--- src/rtl/corexy_pkg.sv ---
// Shared definitions for the CoreXY move planner.
//   STEP_W    : width of the driver's step-count and speed buses
//   SPEED_SAT : speed value used when a scaled half-period overflows STEP_W
//   state_e   : planner sequencing states
package corexy_pkg;

    localparam int                STEP_W    = 32;
    localparam logic [STEP_W-1:0] SPEED_SAT = 32'hFFFF_FFFF;

    typedef enum logic [2:0] {
        IDLE,
        CALC,
        DIV,
        LAUNCH,
        RUN,
        RELEASE
    } state_e;

endpackage

--- src/rtl/seq_divider.sv ---
// Unsigned restoring divider, one quotient bit per clock.
//   start    : load dividend/divisor and begin (ignored fields while busy)
//   dividend : DD_W-bit numerator
//   divisor  : DV_W-bit denominator (caller guarantees nonzero)
//   busy     : division in progress
//   done     : high during the final step; quotient is valid from the next cycle
//   quotient : result clipped to STEP_W bits (SPEED_SAT on overflow)
// A division takes exactly DD_W busy cycles. Requires DD_W > STEP_W.
module seq_divider
    import corexy_pkg::*;
#(
    parameter int DD_W = 41,
    parameter int DV_W = 25
) (
    input  logic              clk,
    input  logic              rst_n,
    input  logic              start,
    input  logic [DD_W-1:0]   dividend,
    input  logic [DV_W-1:0]   divisor,
    output logic              busy,
    output logic              done,
    output logic [STEP_W-1:0] quotient
);

    localparam int               CNT_W    = $clog2(DD_W + 1);
    localparam logic [CNT_W-1:0] CNT_INIT = CNT_W'(DD_W);

    logic [DV_W-1:0]  rem_q, rem_d;
    logic [DV_W-1:0]  dsr_q, dsr_d;
    logic [DD_W-1:0]  quo_q, quo_d;
    logic [CNT_W-1:0] cnt_q, cnt_d;
    logic             busy_q, busy_d;
    logic [DV_W:0]    trial;
    logic [DV_W:0]    diff;

    // quo_q starts as the dividend; its MSB shifts into the partial remainder
    // while quotient bits shift in at the LSB.
    always_comb begin
        rem_d  = rem_q;
        dsr_d  = dsr_q;
        quo_d  = quo_q;
        cnt_d  = cnt_q;
        busy_d = busy_q;
        trial  = {rem_q, quo_q[DD_W-1]};
        diff   = trial - {1'b0, dsr_q};
        if (start) begin
            rem_d  = '0;
            dsr_d  = divisor;
            quo_d  = dividend;
            cnt_d  = CNT_INIT;
            busy_d = 1'b1;
        end else if (busy_q) begin
            // remainder stays below the divisor, so it always fits DV_W bits
            if (trial >= {1'b0, dsr_q}) begin
                rem_d = diff[DV_W-1:0];
                quo_d = {quo_q[DD_W-2:0], 1'b1};
            end else begin
                rem_d = trial[DV_W-1:0];
                quo_d = {quo_q[DD_W-2:0], 1'b0};
            end
            cnt_d = cnt_q - 1'b1;
            if (cnt_q == CNT_W'(1)) begin
                busy_d = 1'b0;
            end
        end
    end

    always_ff @(posedge clk or negedge rst_n) begin
        if (!rst_n) begin
            rem_q  <= '0;
            dsr_q  <= '0;
            quo_q  <= '0;
            cnt_q  <= '0;
            busy_q <= 1'b0;
        end else begin
            rem_q  <= rem_d;
            dsr_q  <= dsr_d;
            quo_q  <= quo_d;
            cnt_q  <= cnt_d;
            busy_q <= busy_d;
        end
    end

    assign busy     = busy_q;
    assign done     = busy_q && (cnt_q == CNT_W'(1));
    assign quotient = (quo_q[DD_W-1:STEP_W] != '0) ? SPEED_SAT : quo_q[STEP_W-1:0];

endmodule

--- src/rtl/corexy_move_planner.sv ---
// CoreXY move planner: turns Cartesian move commands into motor-space step
// counts (A = dx+dy, B = dx-dy), scales the slower motor's half-period so both
// motors finish together, launches the dual-stepper driver and reports the
// outcome.
//   cmd_*               : command handshake (valid/ready), deltas, dominant half-period
//   stepper_step_in_1/2 : motor A/B step counts (two's complement)
//   stepper_speed_1/2   : motor A/B half-periods in clocks
//   start_driving       : level, high while a move is active
//   steppers_driving    : driver busy
//   stepper_step_out_1/2: driver remaining steps
//   move_done           : one-cycle pulse per retired command
//   move_aborted        : with move_done, remaining step magnitude nonzero
//   remaining_1/2       : driver remaining steps captured at retire
module corexy_move_planner
    import corexy_pkg::*;
#(
    parameter int DELTA_W  = 24,
    parameter int PERIOD_W = 16
) (
    input  logic                clk,
    input  logic                rst_n,
    input  logic                cmd_valid,
    output logic                cmd_ready,
    input  logic [DELTA_W-1:0]  cmd_dx,
    input  logic [DELTA_W-1:0]  cmd_dy,
    input  logic [PERIOD_W-1:0] cmd_period,
    output logic [STEP_W-1:0]   stepper_step_in_1,
    output logic [STEP_W-1:0]   stepper_speed_1,
    output logic [STEP_W-1:0]   stepper_step_in_2,
    output logic [STEP_W-1:0]   stepper_speed_2,
    output logic                start_driving,
    input  logic                steppers_driving,
    input  logic [STEP_W-1:0]   stepper_step_out_1,
    input  logic [STEP_W-1:0]   stepper_step_out_2,
    output logic                move_done,
    output logic                move_aborted,
    output logic [STEP_W-1:0]   remaining_1,
    output logic [STEP_W-1:0]   remaining_2
);

    localparam int A_W  = DELTA_W + 1;
    localparam int DD_W = PERIOD_W + DELTA_W + 1;

    state_e                      state_q, state_d;
    logic                        cmd_ready_q, cmd_ready_d;
    logic signed [DELTA_W-1:0]   dx_q, dx_d, dy_q, dy_d;
    logic [PERIOD_W-1:0]         period_q, period_d;
    logic [STEP_W-1:0]           step_1_q, step_1_d, step_2_q, step_2_d;
    logic [STEP_W-1:0]           speed_1_q, speed_1_d, speed_2_q, speed_2_d;
    logic                        sel_1_q, sel_1_d, sel_2_q, sel_2_d;
    logic                        start_q, start_d;
    logic                        done_q, done_d;
    logic                        aborted_q, aborted_d;
    logic [STEP_W-1:0]           rem_1_q, rem_1_d, rem_2_q, rem_2_d;

    logic signed [A_W-1:0]       a, b;
    logic [A_W-1:0]              abs_a, abs_b, dom, oth;
    logic                        a_dom;
    logic [DD_W-1:0]             prod;
    logic                        div_start, div_busy, div_done;
    logic [STEP_W-1:0]           div_quo;

    always_comb begin
        a     = A_W'(dx_q) + A_W'(dy_q);
        b     = A_W'(dx_q) - A_W'(dy_q);
        abs_a = a[A_W-1] ? A_W'(-a) : A_W'(a);
        abs_b = b[A_W-1] ? A_W'(-b) : A_W'(b);
        a_dom = (abs_a >= abs_b);
        dom   = a_dom ? abs_a : abs_b;
        oth   = a_dom ? abs_b : abs_a;
        prod  = DD_W'(period_q) * DD_W'(dom);
    end

    seq_divider #(
        .DD_W (DD_W),
        .DV_W (A_W)
    ) u_div (
        .clk      (clk),
        .rst_n    (rst_n),
        .start    (div_start),
        .dividend (prod),
        .divisor  (oth),
        .busy     (div_busy),
        .done     (div_done),
        .quotient (div_quo)
    );

    always_comb begin
        state_d   = state_q;
        dx_d      = dx_q;
        dy_d      = dy_q;
        period_d  = period_q;
        step_1_d  = step_1_q;
        step_2_d  = step_2_q;
        speed_1_d = speed_1_q;
        speed_2_d = speed_2_q;
        sel_1_d   = sel_1_q;
        sel_2_d   = sel_2_q;
        start_d   = start_q;
        done_d    = 1'b0;
        aborted_d = 1'b0;
        rem_1_d   = rem_1_q;
        rem_2_d   = rem_2_q;
        div_start = 1'b0;
        case (state_q)
            IDLE: begin
                if (cmd_valid && cmd_ready_q) begin
                    dx_d     = cmd_dx;
                    dy_d     = cmd_dy;
                    period_d = (cmd_period == '0) ? PERIOD_W'(1) : cmd_period;
                    state_d  = CALC;
                end
            end
            CALC: begin
                step_1_d = STEP_W'(a);
                step_2_d = STEP_W'(b);
                sel_1_d  = 1'b0;
                sel_2_d  = 1'b0;
                if (dom == '0) begin
                    // the driver ignores zero moves, so retire without launching
                    rem_1_d = '0;
                    rem_2_d = '0;
                    state_d = RELEASE;
                end else if (oth == '0 || oth == dom) begin
                    speed_1_d = STEP_W'(period_q);
                    speed_2_d = STEP_W'(period_q);
                    state_d   = LAUNCH;
                end else begin
                    div_start = 1'b1;
                    if (a_dom) begin
                        speed_1_d = STEP_W'(period_q);
                        sel_2_d   = 1'b1;
                    end else begin
                        speed_2_d = STEP_W'(period_q);
                        sel_1_d   = 1'b1;
                    end
                    state_d = DIV;
                end
            end
            DIV: begin
                if (div_done || !div_busy) begin
                    state_d = LAUNCH;
                end
            end
            LAUNCH: begin
                // hold off while a previous move still keeps the driver busy
                if (!start_q) begin
                    if (!steppers_driving) begin
                        start_d = 1'b1;
                    end
                end else if (steppers_driving) begin
                    state_d = RUN;
                end
            end
            RUN: begin
                if (!steppers_driving) begin
                    rem_1_d = stepper_step_out_1;
                    rem_2_d = stepper_step_out_2;
                    start_d = 1'b0;
                    state_d = RELEASE;
                end
            end
            RELEASE: begin
                // bit 31 is direction only; magnitude decides the abort flag
                done_d    = 1'b1;
                aborted_d = (rem_1_q[STEP_W-2:0] | rem_2_q[STEP_W-2:0]) != '0;
                state_d   = IDLE;
            end
            default: begin
                state_d = IDLE;
            end
        endcase
        cmd_ready_d = (state_d == IDLE);
    end

    always_ff @(posedge clk or negedge rst_n) begin
        if (!rst_n) begin
            state_q     <= IDLE;
            cmd_ready_q <= 1'b0;
            step_1_q    <= '0;
            step_2_q    <= '0;
            speed_1_q   <= '0;
            speed_2_q   <= '0;
            sel_1_q     <= 1'b0;
            sel_2_q     <= 1'b0;
            start_q     <= 1'b0;
            done_q      <= 1'b0;
            aborted_q   <= 1'b0;
            rem_1_q     <= '0;
            rem_2_q     <= '0;
        end else begin
            state_q     <= state_d;
            cmd_ready_q <= cmd_ready_d;
            step_1_q    <= step_1_d;
            step_2_q    <= step_2_d;
            speed_1_q   <= speed_1_d;
            speed_2_q   <= speed_2_d;
            sel_1_q     <= sel_1_d;
            sel_2_q     <= sel_2_d;
            start_q     <= start_d;
            done_q      <= done_d;
            aborted_q   <= aborted_d;
            rem_1_q     <= rem_1_d;
            rem_2_q     <= rem_2_d;
        end
    end

    // Command operands are only read after a transfer has loaded them.
    always_ff @(posedge clk) begin
        dx_q     <= dx_d;
        dy_q     <= dy_d;
        period_q <= period_d;
    end

    assign cmd_ready         = cmd_ready_q;
    assign stepper_step_in_1 = step_1_q;
    assign stepper_step_in_2 = step_2_q;
    // the non-dominant motor takes the divider's scaled half-period
    assign stepper_speed_1   = sel_1_q ? div_quo : speed_1_q;
    assign stepper_speed_2   = sel_2_q ? div_quo : speed_2_q;
    assign start_driving     = start_q;
    assign move_done         = done_q;
    assign move_aborted      = aborted_q;
    assign remaining_1       = rem_1_q;
    assign remaining_2       = rem_2_q;

endmodule

--- config.mk ---
export PLATFORM = sky130hd
export DESIGN_NAME = corexy_move_planner
export DESIGN_NICKNAME = d
export VERILOG_FILES = /design/src/rtl/corexy_pkg.sv /design/src/rtl/seq_divider.sv /design/src/rtl/corexy_move_planner.sv
export SDC_FILE = /design/constraint.sdc
export NUM_CORES = 2
export LEC_CHECK = 0
export ABC_AREA = 1
export CELL_PAD_IN_SITES_DETAIL_PLACEMENT = 0
export CELL_PAD_IN_SITES_GLOBAL_PLACEMENT = 1
export CORE_AREA = 4 4 357 359
export CTS_CLUSTER_SIZE = 30
export DETAILED_ROUTE_END_ITERATION = 10
export DIE_AREA = 0 0 361 363
export DONT_BUFFER_PORTS = 1
export GPL_ROUTABILITY_DRIVEN = 1
export PLACE_DENSITY_LB_ADDON = 0.1
export SYNTH_ARGS = -nofsm -noshare
export SYNTH_HDL_FRONTEND = slang
export SYNTH_SLANG_ARGS = --single-unit
--- constraint.sdc ---
create_clock -name clk -period 12.2 [get_ports clk]
set_clock_uncertainty 0.2 [all_clocks]
set_input_delay 3.05 -clock clk [delete_from_list [all_inputs] [get_ports clk]]
set_output_delay 3.05 -clock clk [all_outputs]
set_load 0.02 [all_outputs]
==> key figures <==
Outcome
  • Outcome: finished clean

Synth
  • Asr flop ratio synth: 79.7%
  • Synthesized Nets: around 5.3k
  • Synth top area share: about a fifth
  • Mapped Area: about 35,000 µm²
  • Ys Warns: 0
  • Netlist cell types: between 60 and 70
  • Area leader, netlist: fa_1
  • EDFF count, synth: 64
  • Avg Inst Size Synth: 7.43 µm²
  • Mapped Cells: roughly 4.7k
  • #FFs+latches synth: between 300 and 400
  • Prevailing post-synth register cell: dfrtp_1
  • Seq/Total Area, Yosys: a little under a quarter
  • Top post-synthesis cells by area: fa_1 19%, dfrtp_1 18%, nand2_1 14%

Setup path
  • Reg2reg setup slack: 0.96 ns
  • CP Class: reg2reg
  • Most Frequent Cell on Critical Path: nand2_1
  • R2R Path End: u_div.quo_q[27]$_DFFE_PN0P_
  • Critical-path top delay cell: fa_1
  • R2r worst-path depth: 54
  • Startpoint Class: flop
  • Slowest stage delay, CP: roughly 0.54 ns
  • CP Data Required Time: about 13 ns
  • CP Capture Type: flop
  • Worst EP arrival: roughly 12 ns
  • Worst r2r src: dy_q[0]$_DFFE_PP_
  • Crit Path Max Fanout: 52

Hold path
  • Hold path depth: 2
  • HP Class: reg2reg
  • Hold Crit Start: speed_2_q[0]$_DFFE_PN0P_
  • Hold Path Sink: speed_2_q[0]$_DFFE_PN0P_

Finish
  • Finished Layout Cells: between 6k and 7k
  • Area grow syn2layout: 8.43%
  • Number of fill cells: 13.6k
  • Most common cell after layout, fill and taps aside: nand2_1
  • Layout cell share with drive strength beyond 1: 8.40%
  • Nets: about 5.2k
  • Ant. Diodes: 0
  • Commonest cells after routing, fill and taps aside: 1,278 x nand2_1, 750 x inv_1, 347 x nor2_1, 326 x nand3_1, 322 x fa_1

Global routing
  • Initial antenna violation count: 2
  • Total Routing Usage GR: a little under 20%
  • Largest net degree at the start of global routing: between 200 and 300
  • First-pass GRT wire length: approximately 200 mm
  • Vias in the first global route: ~30k
  • Gr ovfl total: 0

Route
  • ANT nets after route: 0
  • Iteration-0 DRC Markers: approximately 1.7k
  • Vias per cell: roughly 4.7
  • DR WL met3: ~5.4 mm
  • Met2 wire len: 59.4 mm
  • Drt pass-1 iters: 5
  • DRT met1 WL: 62.7 mm
  • Final wirelength: approximately 130 mm
  • Top Layer Used: met4
  • Vias: between 20k and 30k
  • WL per Instance: roughly 21 µm
  • DRC viols: 0

CTS
  • CTS H-tree depth: 2
  • CTS Buffer Depth: 3
  • CTS sink cnt: roughly 320
  • TritonCTS buffer count: 43
  • CTS tree: built
  • Root Buffer: clkbuf_16
  • CTS clk-pin slew, worst paths: around 0.060 ns
  • Clock insertion delay at the later pin of the skew report: between 0.6 and 0.7 ns

Run
  • Max-cap violations: 0

Floorplan
  • Die area: about 130,000 µm²
  • Initial Util: between 20 and 30%
  • IO Pins: approximately 330
  • FP Rows: approximately 130
  • Die H: ~360 µm
  • CORE AREA: roughly 120,000 µm²
  • Die X: roughly 360 µm

Placement
  • Placer congestion estimate: approximately 0.84
  • Port bufs: 0
  • Placed insts: approximately 6.1k
  • Hpwl dp: between 100 and 150 mm

Timing
  • Fin. Hold Viols: 0
  • Max frequency: between 80 and 90 MHz
  • Final setup fails: 0
  • Slew headroom: 32.8%
  • Period minus WS final: approximately 11 ns
  • Slew @ Worst Pin: roughly 1.0 ns
  • Final Cycle Share: roughly 92%
  • Setup TNS: 0 ns
  • Max Slew Vio Count: 0
  • Unrepaired setup endpoints after global routing: no
[state kept, by name, summed over array words and instances, names as in the netlist, 3 cells and up]
register,flops
remaining_2,32
speed_2_q,16
stepper_step_in_1,25
state_q,3
dx_q,24
stepper_step_in_2,24
period_q,16
remaining_1,32
u_div.quo_q,41
u_div.dsr_q,25
u_div.rem_q,25
dy_q,24
speed_1_q,16
u_div.cnt_q,6
[critical path, delay by kind of cell, from the launching register on]
family | cells | cell delay (ns)
DFF | 1 | 0.39
buffers and inverters | 9 | 1.20
AOI/OAI and AO/OA | 7 | 1.65
xor gates and xnor gates | 1 | 0.23
adders and majority gates | 10 | 3.94
and+or+nand+nor | 27 | 3.50
[routing by layer]
layer  vias up  track usage, %
met3        85            2.78
li1      14200               -
met1     14300            28.1
met5         -               0
met2       501            32.3
met4         0            3.20
[synth_stat cells, types with 5 or more instances]
library cell,count
a21oi_1,126
a31oi_1,8
and2_1,7
buf_2,35
buf_4,30
buf_6,18
clkbuf_1,113
clkinv_1,16
dfrtp_1,252
edfxtp_1,64
fa_1,323
ha_1,214
inv_1,753
inv_2,36
nand2_1,1282
nand2_2,66
nand2_4,7
nand3_1,327
nand3_2,37
nand4_1,50
nor2_1,349
nor2_2,31
nor2_4,6
nor3_1,21
nor4_1,19
o21a_1,8
o21ai_0,237
o21ai_1,47
o21ai_2,23
o21bai_1,6
o31ai_1,5
or2_2,18
xnor2_1,23
xor2_1,42
[area by class of cell]
cell class / count / area [µm²] / share of cell area [%]
inverters: 807 / 3040 / 8.11
clock inverters: 15 / 250 / 0.667
clock buffers: 64 / 1220 / 3.27
flip-flops and latches: 316 / 8230 / 21.9
well taps: 1637 / 2050 / 5.46
repair buffers: 63 / 480 / 1.28
multi-input cells: 3328 / 22200 / 59.3
[cells by family after synthesis]
| family | Yosys count | synth area share [%] |
|---|---|---|
| adder cells (fa/ha/maj) | 537 | 26.4 |
| AO/OA/AOI/OAI | 489 | 7.78 |
| AND/OR/NAND/NOR | 2234 | 28.2 |
| multiplexers | 2 | 0.0579 |
| XOR/XNOR | 66 | 1.69 |
| flip-flops | 316 | 23.8 |
| buffers and inverters | 1011 | 12.1 |
[worst max-delay path by stage]
stage / from / cells after the start / slack, ns / end
floorplan: dx_q[0]$_DFFE_PP_ / 51 / 2.53 / u_div.quo_q[38]$_DFFE_PN0P_
global placement: dy_q[0]$_DFFE_PP_ / 50 / 0.53 / u_div.quo_q[38]$_DFFE_PN0P_
detailed placement: dx_q[0]$_DFFE_PP_ / 50 / 0.55 / u_div.quo_q[38]$_DFFE_PN0P_
CTS: dx_q[0]$_DFFE_PP_ / 50 / 0.47 / u_div.quo_q[38]$_DFFE_PN0P_
global route: dx_q[0]$_DFFE_PP_ / 55 / 0.02 / u_div.quo_q[27]$_DFFE_PN0P_
finish: dy_q[0]$_DFFE_PP_ / 54 / 0.96 / u_div.quo_q[27]$_DFFE_PN0P_
[repair_timing]
item | CTS | global route
setup endpoints to repair | 0 | 19
gates resized for setup | 0 | 16
setup buffers | 0 | 5
hold buffers | 0 | 0
[stage by stage]
step	util [%]	instance area, µm²	hold WS [ns]	worst slack, ns
6_report	30.3	37500	0.280	0.957
5_1_grt	30.3	37500	0.293	0.0168
4_1_cts	30.2	37400	0.288	0.473
3_5_place_dp	29.0	36000	0.273	0.553
3_3_place_gp	29.0	36000	0.265	0.531
2_1_floorplan	-	34600	0.253	2.53
Power is left out: the tool's default activity adds up to more than one toggle a clock period on the data nets, which glitch-free logic cannot reach.
